File: src/rtl/ma_vrf_load_mover.sv
// ma_vrf_load_mover
//   Moves one block of rows from DDR4 into the VRF BRAM. A command
//   (source byte address, first VRF row, byte count) is turned into a
//   sequence of AXI4 INCR read bursts. No burst crosses a 4 KB boundary,
//   and only one burst is outstanding at a time. Returned beats are packed
//   little-endian into VRF-wide rows. Each row is written to consecutive
//   BRAM rows. done_o pulses once after the last row write has been driven.
//
// Ports
//   clk, rst_n            clock, asynchronous active-low reset
//   start_i               command strobe (sampled in IDLE only)
//   src_axi_addr_i        DDR4 source byte address (aligned down to a beat)
//   dst_bram_addr_i       first VRF row
//   byte_to_trans_i       byte count (partial trailing rows are dropped)
//   done_o                one-cycle completion pulse
//   err_o                 sticky non-OKAY rresp flag for the current command
//   m_axi_ar*/m_axi_r*    AXI4 read address / read data channels
//   vrf_en_o/we_o/addr_o/din_o  BRAM write port
module ma_vrf_load_mover #(
    parameter int unsigned DDR4_ADDRWIDTH  = 36,
    parameter int unsigned AXI_DATAWIDTH   = 512,
    parameter int unsigned VRF_ADDRWIDTH   = 10,
    parameter int unsigned VRF_DATAWIDTH   = 1024,
    parameter int unsigned MAX_BURST_BEATS = 16
) (
    input  logic                      clk,
    input  logic                      rst_n,
    input  logic                      start_i,
    input  logic [DDR4_ADDRWIDTH-1:0] src_axi_addr_i,
    input  logic [VRF_ADDRWIDTH-1:0]  dst_bram_addr_i,
    input  logic [14:0]               byte_to_trans_i,
    output logic                      done_o,
    output logic                      err_o,
    output logic                      m_axi_arvalid,
    input  logic                      m_axi_arready,
    output logic [DDR4_ADDRWIDTH-1:0] m_axi_araddr,
    output logic [7:0]                m_axi_arlen,
    output logic [2:0]                m_axi_arsize,
    output logic [1:0]                m_axi_arburst,
    input  logic                      m_axi_rvalid,
    output logic                      m_axi_rready,
    input  logic [AXI_DATAWIDTH-1:0]  m_axi_rdata,
    input  logic [1:0]                m_axi_rresp,
    input  logic                      m_axi_rlast,
    output logic                      vrf_en_o,
    output logic                      vrf_we_o,
    output logic [VRF_ADDRWIDTH-1:0]  vrf_addr_o,
    output logic [VRF_DATAWIDTH-1:0]  vrf_din_o
);

    localparam int unsigned BPB           = AXI_DATAWIDTH / 8;
    localparam int unsigned LOG_BPB       = $clog2(BPB);
    localparam int unsigned BEATS_PER_ROW = VRF_DATAWIDTH / AXI_DATAWIDTH;
    localparam int unsigned ROW_SHIFT     = $clog2(VRF_DATAWIDTH / 8);
    localparam int unsigned BEAT_W        = (BEATS_PER_ROW > 1) ? $clog2(BEATS_PER_ROW) : 1;
    localparam int unsigned REM_W         = 16 + $clog2(BEATS_PER_ROW);
    localparam int unsigned BOUND_BEATS   = 4096 / BPB;

    typedef enum logic [1:0] {
        S_IDLE,
        S_ISSUE_AR,
        S_RECV,
        S_DONE
    } state_t;

    state_t                    r_state;
    state_t                    w_next;

    logic [DDR4_ADDRWIDTH-1:0] r_addr;
    logic [REM_W-1:0]          r_remaining;
    logic [VRF_ADDRWIDTH-1:0]  r_row_ptr;
    logic [BEAT_W-1:0]         r_beat_idx;
    logic [VRF_DATAWIDTH-1:0]  r_row;
    logic                      r_err;
    logic                      r_done;
    logic                      r_vrf_en;
    logic [VRF_ADDRWIDTH-1:0]  r_vrf_addr;
    logic [VRF_DATAWIDTH-1:0]  r_vrf_din;

    logic [REM_W-1:0]          w_total_beats;
    logic [REM_W-1:0]          w_bound;
    logic [REM_W-1:0]          w_burst;
    logic                      w_accept;
    logic                      w_beat;
    logic                      w_row_last;
    logic [VRF_DATAWIDTH-1:0]  w_row_next;
    logic [DDR4_ADDRWIDTH-1:0] w_src_aligned;

    assign w_accept      = (r_state == S_IDLE) && start_i;
    assign w_beat        = (r_state == S_RECV) && m_axi_rvalid;
    assign w_row_last    = (r_beat_idx == BEAT_W'(BEATS_PER_ROW - 1));
    assign w_src_aligned = src_axi_addr_i & ~DDR4_ADDRWIDTH'(BPB - 1);
    assign w_total_beats = REM_W'(byte_to_trans_i >> ROW_SHIFT) * REM_W'(BEATS_PER_ROW);

    // Beats left before the next 4 KB page boundary from the current address.
    assign w_bound = REM_W'(BOUND_BEATS) - REM_W'(r_addr[11:LOG_BPB]);

    // The burst length depends only on r_addr / r_remaining. Both hold still
    // from ISSUE_AR until the rlast beat. So arlen stays stable, and the same
    // value can be reused to advance the pointers at rlast.
    always_comb begin
        w_burst = r_remaining;
        if (w_burst > REM_W'(MAX_BURST_BEATS)) begin
            w_burst = REM_W'(MAX_BURST_BEATS);
        end
        if (w_burst > w_bound) begin
            w_burst = w_bound;
        end
    end

    // Current beat is dropped into its slot; the first beat of a row lands lowest.
    always_comb begin
        w_row_next = r_row;
        w_row_next[int'(r_beat_idx) * AXI_DATAWIDTH +: AXI_DATAWIDTH] = m_axi_rdata;
    end

    always_ff @(posedge clk or negedge rst_n) begin
        if (!rst_n) begin
            r_state <= S_IDLE;
        end else begin
            r_state <= w_next;
        end
    end

    always_comb begin
        w_next        = r_state;
        m_axi_arvalid = 1'b0;
        m_axi_arlen   = '0;
        m_axi_rready  = 1'b0;
        case (r_state)
            S_IDLE: begin
                if (start_i) begin
                    w_next = (w_total_beats == '0) ? S_DONE : S_ISSUE_AR;
                end
            end
            S_ISSUE_AR: begin
                m_axi_arvalid = 1'b1;
                m_axi_arlen   = 8'(w_burst - 1'b1);
                if (m_axi_arready) begin
                    w_next = S_RECV;
                end
            end
            S_RECV: begin
                m_axi_rready = 1'b1;
                if (m_axi_rvalid && m_axi_rlast) begin
                    w_next = (r_remaining == w_burst) ? S_DONE : S_ISSUE_AR;
                end
            end
            S_DONE: begin
                w_next = S_IDLE;
            end
            default: begin
                w_next = S_IDLE;
            end
        endcase
    end

    always_ff @(posedge clk or negedge rst_n) begin
        if (!rst_n) begin
            r_addr      <= '0;
            r_remaining <= '0;
            r_row_ptr   <= '0;
            r_beat_idx  <= '0;
            r_row       <= '0;
            r_err       <= 1'b0;
            r_done      <= 1'b0;
            r_vrf_en    <= 1'b0;
            r_vrf_addr  <= '0;
            r_vrf_din   <= '0;
        end else begin
            r_vrf_en <= 1'b0;
            // Registered one cycle behind DONE so the pulse trails the final write.
            r_done   <= (r_state == S_DONE);

            if (w_accept) begin
                r_addr      <= w_src_aligned;
                r_remaining <= w_total_beats;
                r_row_ptr   <= dst_bram_addr_i;
                r_beat_idx  <= '0;
                r_err       <= 1'b0;
            end

            if (w_beat) begin
                r_row <= w_row_next;
                if (m_axi_rresp != 2'b00) begin
                    r_err <= 1'b1;
                end
                if (w_row_last) begin
                    r_vrf_en   <= 1'b1;
                    r_vrf_addr <= r_row_ptr;
                    r_vrf_din  <= w_row_next;
                    r_row_ptr  <= r_row_ptr + 1'b1;
                    r_beat_idx <= '0;
                end else begin
                    r_beat_idx <= r_beat_idx + 1'b1;
                end
                if (m_axi_rlast) begin
                    r_addr      <= r_addr + (DDR4_ADDRWIDTH'(w_burst) << LOG_BPB);
                    r_remaining <= r_remaining - w_burst;
                end
            end
        end
    end

    assign done_o        = r_done;
    assign err_o         = r_err;
    assign m_axi_araddr  = r_addr;
    assign m_axi_arsize  = 3'(LOG_BPB);
    assign m_axi_arburst = 2'b01;
    assign vrf_en_o      = r_vrf_en;
    assign vrf_we_o      = r_vrf_en;
    assign vrf_addr_o    = r_vrf_addr;
    assign vrf_din_o     = r_vrf_din;

endmodule

File: config.mk
export PLATFORM = sky130hd
export DESIGN_NAME = ma_vrf_load_mover
export DESIGN_NICKNAME = d
export VERILOG_FILES = /design/src/rtl/ma_vrf_load_mover.sv
export SDC_FILE = /design/constraint.sdc
export NUM_CORES = 2
export LEC_CHECK = 0
export BUFFER_PORTS_ARGS = -buffer_cell sky130_fd_sc_hd__buf_2
export CAP_MARGIN = 20
export CORE_AREA = 3 3 655 657
export CTS_BUF_LIST = sky130_fd_sc_hd__clkbuf_4
export CTS_CLUSTER_DIAMETER = 150
export CTS_CLUSTER_SIZE = 8
export DETAILED_ROUTE_END_ITERATION = 8
export DIE_AREA = 0 0 658 660
export GPL_TIMING_DRIVEN = 1
export SYNTH_ARGS = -nofsm -noshare
export SYNTH_HDL_FRONTEND = slang
export SYNTH_SLANG_ARGS = --single-unit
File: constraint.sdc
create_clock -name clk -period 8.1 [get_ports clk]
set_clock_uncertainty 0.1 [all_clocks]
set_input_delay 0.405 -clock clk [delete_from_list [all_inputs] [get_ports clk]]
set_output_delay 0.405 -clock clk [all_outputs]
set_load 0.01 [all_outputs]
# After elaboration in Yosys (flattened, before gate mapping)
# Index checks and enable logic that the tools add are counted.
word_totals:
  inputBits: 581
  reg_bits: 2127
  elab_cells: 67
  out_inout_bits: 1089
op_classes:
  muxes: 29
  n_reduce_logical: 9
  n_shift: 2
  order_cmp: 2
  n_addsub: 7
  eq_ne: 7
op_table:
  columns: ["operator", "count"]
  rows:
  - ["$bwmux 1024", 1]
  - ["$shift 512x34->1024 const A", 1]
  - ["$shiftx 512x34->1024", 1]
  - ["$mux 36", 3]
  - ["$mux 17", 5]
  - ["$add 36x23->36", 1]
  - ["$neg 10->34", 1]
  - ["$mux 10", 3]
  - ["$eq 17x17->1", 1]
  - ["$gt 17x17->1", 1]
  - ["$gt 17x5->1 const B", 1]
  - ["$logic_not 17->1", 1]
  - ["$sub 17x17->17", 1]
  - ["$add 10x1->10 const B", 1]
  - ["$mux 1", 10]
  - ["$mux 2", 5]
  - ["$mux 8", 1]
  - ["$pmux 2 s4", 1]
  - ["$sub 7x6->8 const A", 1]
  - ["$sub 8x1->8 const B", 1]
  - ["$eq 2x2->1 const B", 2]
  - ["$ne 2x2->1 const B", 2]
  - ["$reduce_bool 2->1", 2]
  - ["$logic_and 1x1->1", 3]
  - ["other kinds (6)", 6]

# Depth between registers and ports, before layout
depth:
  depth_word: 8
  mapped_depth: 22
  mapped_depth_nobuf: 20

# Worst setup path before layout
# Ideal clock, no wire load.
synth_timing:
  kind: "register -> register"
  start: "register r_remaining[1]"
  end: "register r_addr[30] (netlist: m_axi_araddr[30])"
  path_slack_ns: 3.148
  synth_period_minus_slack_ns: 4.952
  n_path_buf: 2
  required_ns: 7.896
  path_stages_with_launch: 22
  setup_time_ns: 0.104
  t_arrival_ns: 4.749
  path_cell_list: "dfrtp_1 -> or4_4 -> a2111oi_4 -> and2_2 -> ha_1 -> nand4_1 -> o21ai_0 -> o21ai_2 -> clkbuf_8 -> nand3_1 -> o21ai_0 -> ha_1 -> inv_1 -> fa_1 -> nand2b_1 -> a21oi_1 -> o311ai_0 -> a31oi_1 -> o21ba_2 -> buf_2 -> nand4_1 -> a221oi_1"
synth_between:
  elab_chain_cells: 7
synth_lines:
  columns: ["element", "line_no", "source"]
  rows:
  - ["start: declaration", "70", "logic [REM_W-1:0] r_remaining;"]
  - ["start signal: assignment", "177", "r_remaining <= w_total_beats;"]
  - ["start signal: assignment", "199", "r_remaining <= r_remaining - w_burst;"]
  - ["$gt 17x5->1", "103", "if (w_burst > REM_W'(MAX_BURST_BEATS)) begin"]
  - ["$mux 17 (*)", "103", null]
  - ["$gt 17x17->1", "106", "if (w_burst > w_bound) begin"]
  - ["$mux 17 (*)", "106", null]
  - ["$add 36x23->36 (*)", "198", "r_addr <= r_addr + (DDR4_ADDRWIDTH'(w_burst) << LOG_BPB);"]
  - ["$mux 36 (*)", "197", "if (m_axi_rlast) begin"]
  - ["$mux 36 (*)", "183", "if (w_beat) begin"]
  - ["end signal: assignment", "176", "r_addr <= w_src_aligned;"]
  - ["end signal: assignment", "198", null]
  - ["end: declaration", "69", "logic [DDR4_ADDRWIDTH-1:0] r_addr;"]
# Mark *: on every way between the ends. The rest lies on a longest branch, timed or not.
# A chain may end at the register's enable or synchronous reset.

# Worst setup path in the final report
layout_timing:
  start: "register r_remaining[1]"
  end: "register r_addr[26] (netlist: m_axi_araddr[26])"
# Same word-level chain as after synthesis.

==> results.py <==
metrics = {
    "outcome": {
        "status": "completed",
    },
    "timing": {
        "tns_ns": 0,
        "max_slew_margin_pct": 22.25,
        "worst_slew_pin_slew_ns": 1.166,
        "report.final.slew_viol_count": 0,
        "layout_worst_path_cycle_share_pct": 82.44,
        "setup_viol": 0,
        "setup_slack_ns": 1.422,
        "finalCriticalPeriod_ns": 6.678,
        "fmax_mhz": 149.7,
        "rsz0062_at_grt": "false",
        "hold_slack_ns": 0.2041,
        "hold_viol": 0,
    },
    "yosys": {
        "synth_area_um2": 62700,
        "synth_cell_types": 68,
        "yosysTopAreaCell": "dfrtp_1",
        "ys_async_sr_fraction_pct": 100.0,
        "synth_area_leaders": "dfrtp_1, nand2_1, mux2_2",
        "synth-seq-cells": 1615,
        "yosys-top-cells-count": "nand2_1, dfrtp_1, mux2_2",
        "synth.most_common_cell": "nand2_1",
        "syn_inst": 6094,
        "synth_edf_count": 0,
        "postSynthAreaPerCell_um2": 10.29,
        "synth_seq_area_share_pct": 64.46,
        "yosys_warnings": 0,
        "synth_flop_cell": "dfrtp_1",
        "synth_top_area_share_pct": 64.46,
    },
    "detailed_routing": {
        "drt_iter0_markers": 4350,
        "drc": 0,
        "ant_nets": 0,
        "drt_wl_total_um": 368900,
        "routed_via_density": 3.817,
        "wire_per_inst_um": 24.95,
        "first_pass_iters": 6,
        "vias": 56429,
    },
    "global_routing": {
        "grt_pass1_vias": 57053,
        "grt_max_degree": 214,
        "grt_pass1_wl_um": 492000,
        "overflow": 0,
        "track_usage_pct": 16.38,
        "antenna_found_initial": 91,
    },
    "floorplan": {
        "fp.dieArea_um2": 434300,
        "chipHeight_um": 660,
        "core_um2": 423400,
        "die_x_um": 658,
        "rows": 239,
        "start_util_pct": 14.81,
        "io_pins": 1670,
    },
    "clock_tree": {
        "hold_buffers": 1318,
        "htree_levels": 4,
        "cts_tree": "yes",
        "insertion_delay_ns": 1.36,
        "clockRootBuffer": "clkbuf_4",
        "cts.sinks": 1615,
        "cts_resized": 0,
        "cts_buffer_depth": 4,
        "cts_setup_buffers": 0,
        "clk_pin_slew_ns": 0.12,
        "numCtsBuffers": 228,
    },
    "placement": {
        "place_area_um2": 77410,
        "dp.cells": 13161,
        "place_ws_ns": 2.269,
        "place_hpwl_um": 288700,
        "port_buffers": 1651,
        "gp_congestion": 0.9349,
    },
    "run": {
        "maxCapViolations": 0,
    },
    "final_layout": {
        "final_cells": 14784,
        "regArea_um2": 40410,
        "layout.nets": 9673,
        "drive_gt1_share_pct": 27.53,
        "design_area_um2": 92690,
        "final_util_pct": 21.89,
        "syn_to_final_growth_pct": 47.83,
        "fill_cells": 46015,
        "multi_input_area_um2": 20880,
    },
    "worst_hold_path": {
        "hold_path_class": "input pin to flop",
    },
    "worst_setup_path": {
        "cp_data_required_time_ns": 9.23,
        "critPathArrivalTime_ns": 7.81,
        "crit_fanout": 14,
        "end_kind": "flop",
        "criticalPathCategory": "flop to flop",
        "r2r_slack_ns": 1.42,
        "crit_path_start_kind": "flop",
    },
    "power": {
        "peakVddDrop_mv": 0.1977,
        "power.density_nw_per_um2": 357.7,
        "power.total_mw": 33.15,
        "cellLeakagePower_nw": 46.77,
    },
}
power by group:
group	switching [mW]	leakage [nW]	internal, mW
clock network	3.03	1.14	1.38
registers	2.15	20.4	11.9
logic	9.51	25.2	5.24
total	14.7	46.8	18.5
layout by cell type (no fill, tap or decap), types with 19 or more instances in the layout:
cell type and n:
diode_2 52, a31oi_1 20, o21ai_0 36, nand3_1 19
dfrtp_1 1615, dlygate4sd3_1 1317, buf_2 1650, conb_1 26
mux2_2 513, nor2_1 73, ha_1 43, clkbuf_4 234
buf_12 19, buf_4 37, a21oi_1 39, nand2_1 3179
inv_1 25
sequential cells by signal, summed over array words and instances, names as in the netlist:
name / cells
err_o: 1
vrf_din_o: 1024
done_o: 1
r_row: 512
vrf_addr_o: 10
m_axi_araddr: 36
vrf_en_o: 1
r_remaining: 17
r_row_ptr: 10
r_beat_idx: 1
r_state: 2
cells by family after synthesis:
family / share of synthesized area (%)
muxes: 9.307
and+or+nand+nor: 20.41
AOI/OAI and AO/OA: 2.025
DFF: 64.46
xor gates and xnor gates: 0.4470
other: 0.01198
buffers and inverters: 2.425
adders and majority gates: 0.9219
worst paths after layout:
| kind | from | end | cells after the start |
|---|---|---|---|
| worst max-delay path | r_remaining[1] | m_axi_araddr[26] | 21 |
| worst min-delay path | m_axi_rdata[159] | r_row[159] | 3 |
| worst max register to register | r_remaining[1] | m_axi_araddr[26] | 21 |
| worst min register to register | r_row[127] | vrf_din_o[127] | 2 |
| max in group asynchronous | rst_n | vrf_din_o[427] | 6 |
| min in group asynchronous | rst_n | vrf_din_o[737] | 5 |
final cells by class:
cell class | instances | area share [%]
Sequential cell | 1615 | 43.60
Timing Repair Buffer | 3025 | 23.90
Multi-Input combinational cell | 4150 | 22.53
Tap cell | 5663 | 7.645
Clock buffer | 234 | 1.895
Clock inverter | 18 | 0.1687
Antenna cell | 52 | 0.1404
Inverter | 27 | 0.1174
critical path, cell delays in order (launching register included):
cell and delay (ns):
dfrtp_1 0.48, or4_4 0.56, a2111oi_4 0.54, nand2_1 0.16, inv_1 0.08, ha_1 0.24, nand4_1 0.12, o21ai_0 0.10
o21ai_2 0.53, nand3_1 0.14, o21ai_0 0.27, ha_1 0.31, inv_1 0.07, fa_1 0.38, nand2b_1 0.20, a21oi_1 0.33
o311ai_0 0.25, a31oi_1 0.28, o21ba_2 0.34, a311oi_1 0.15, a211oi_1 0.30, dlygate4sd3_1 0.59
metal layers:
layer	vias to the layer above	share of wire [%]	global-route usage, %
met5	-	0.092	0.1426
met2	2371	46	26.57
li1	25159	-	-
met4	42	8.0	10.88
met3	779	11	7.400
met1	28078	35	17.09
Note: power is estimated with default switching activity, not from simulation.
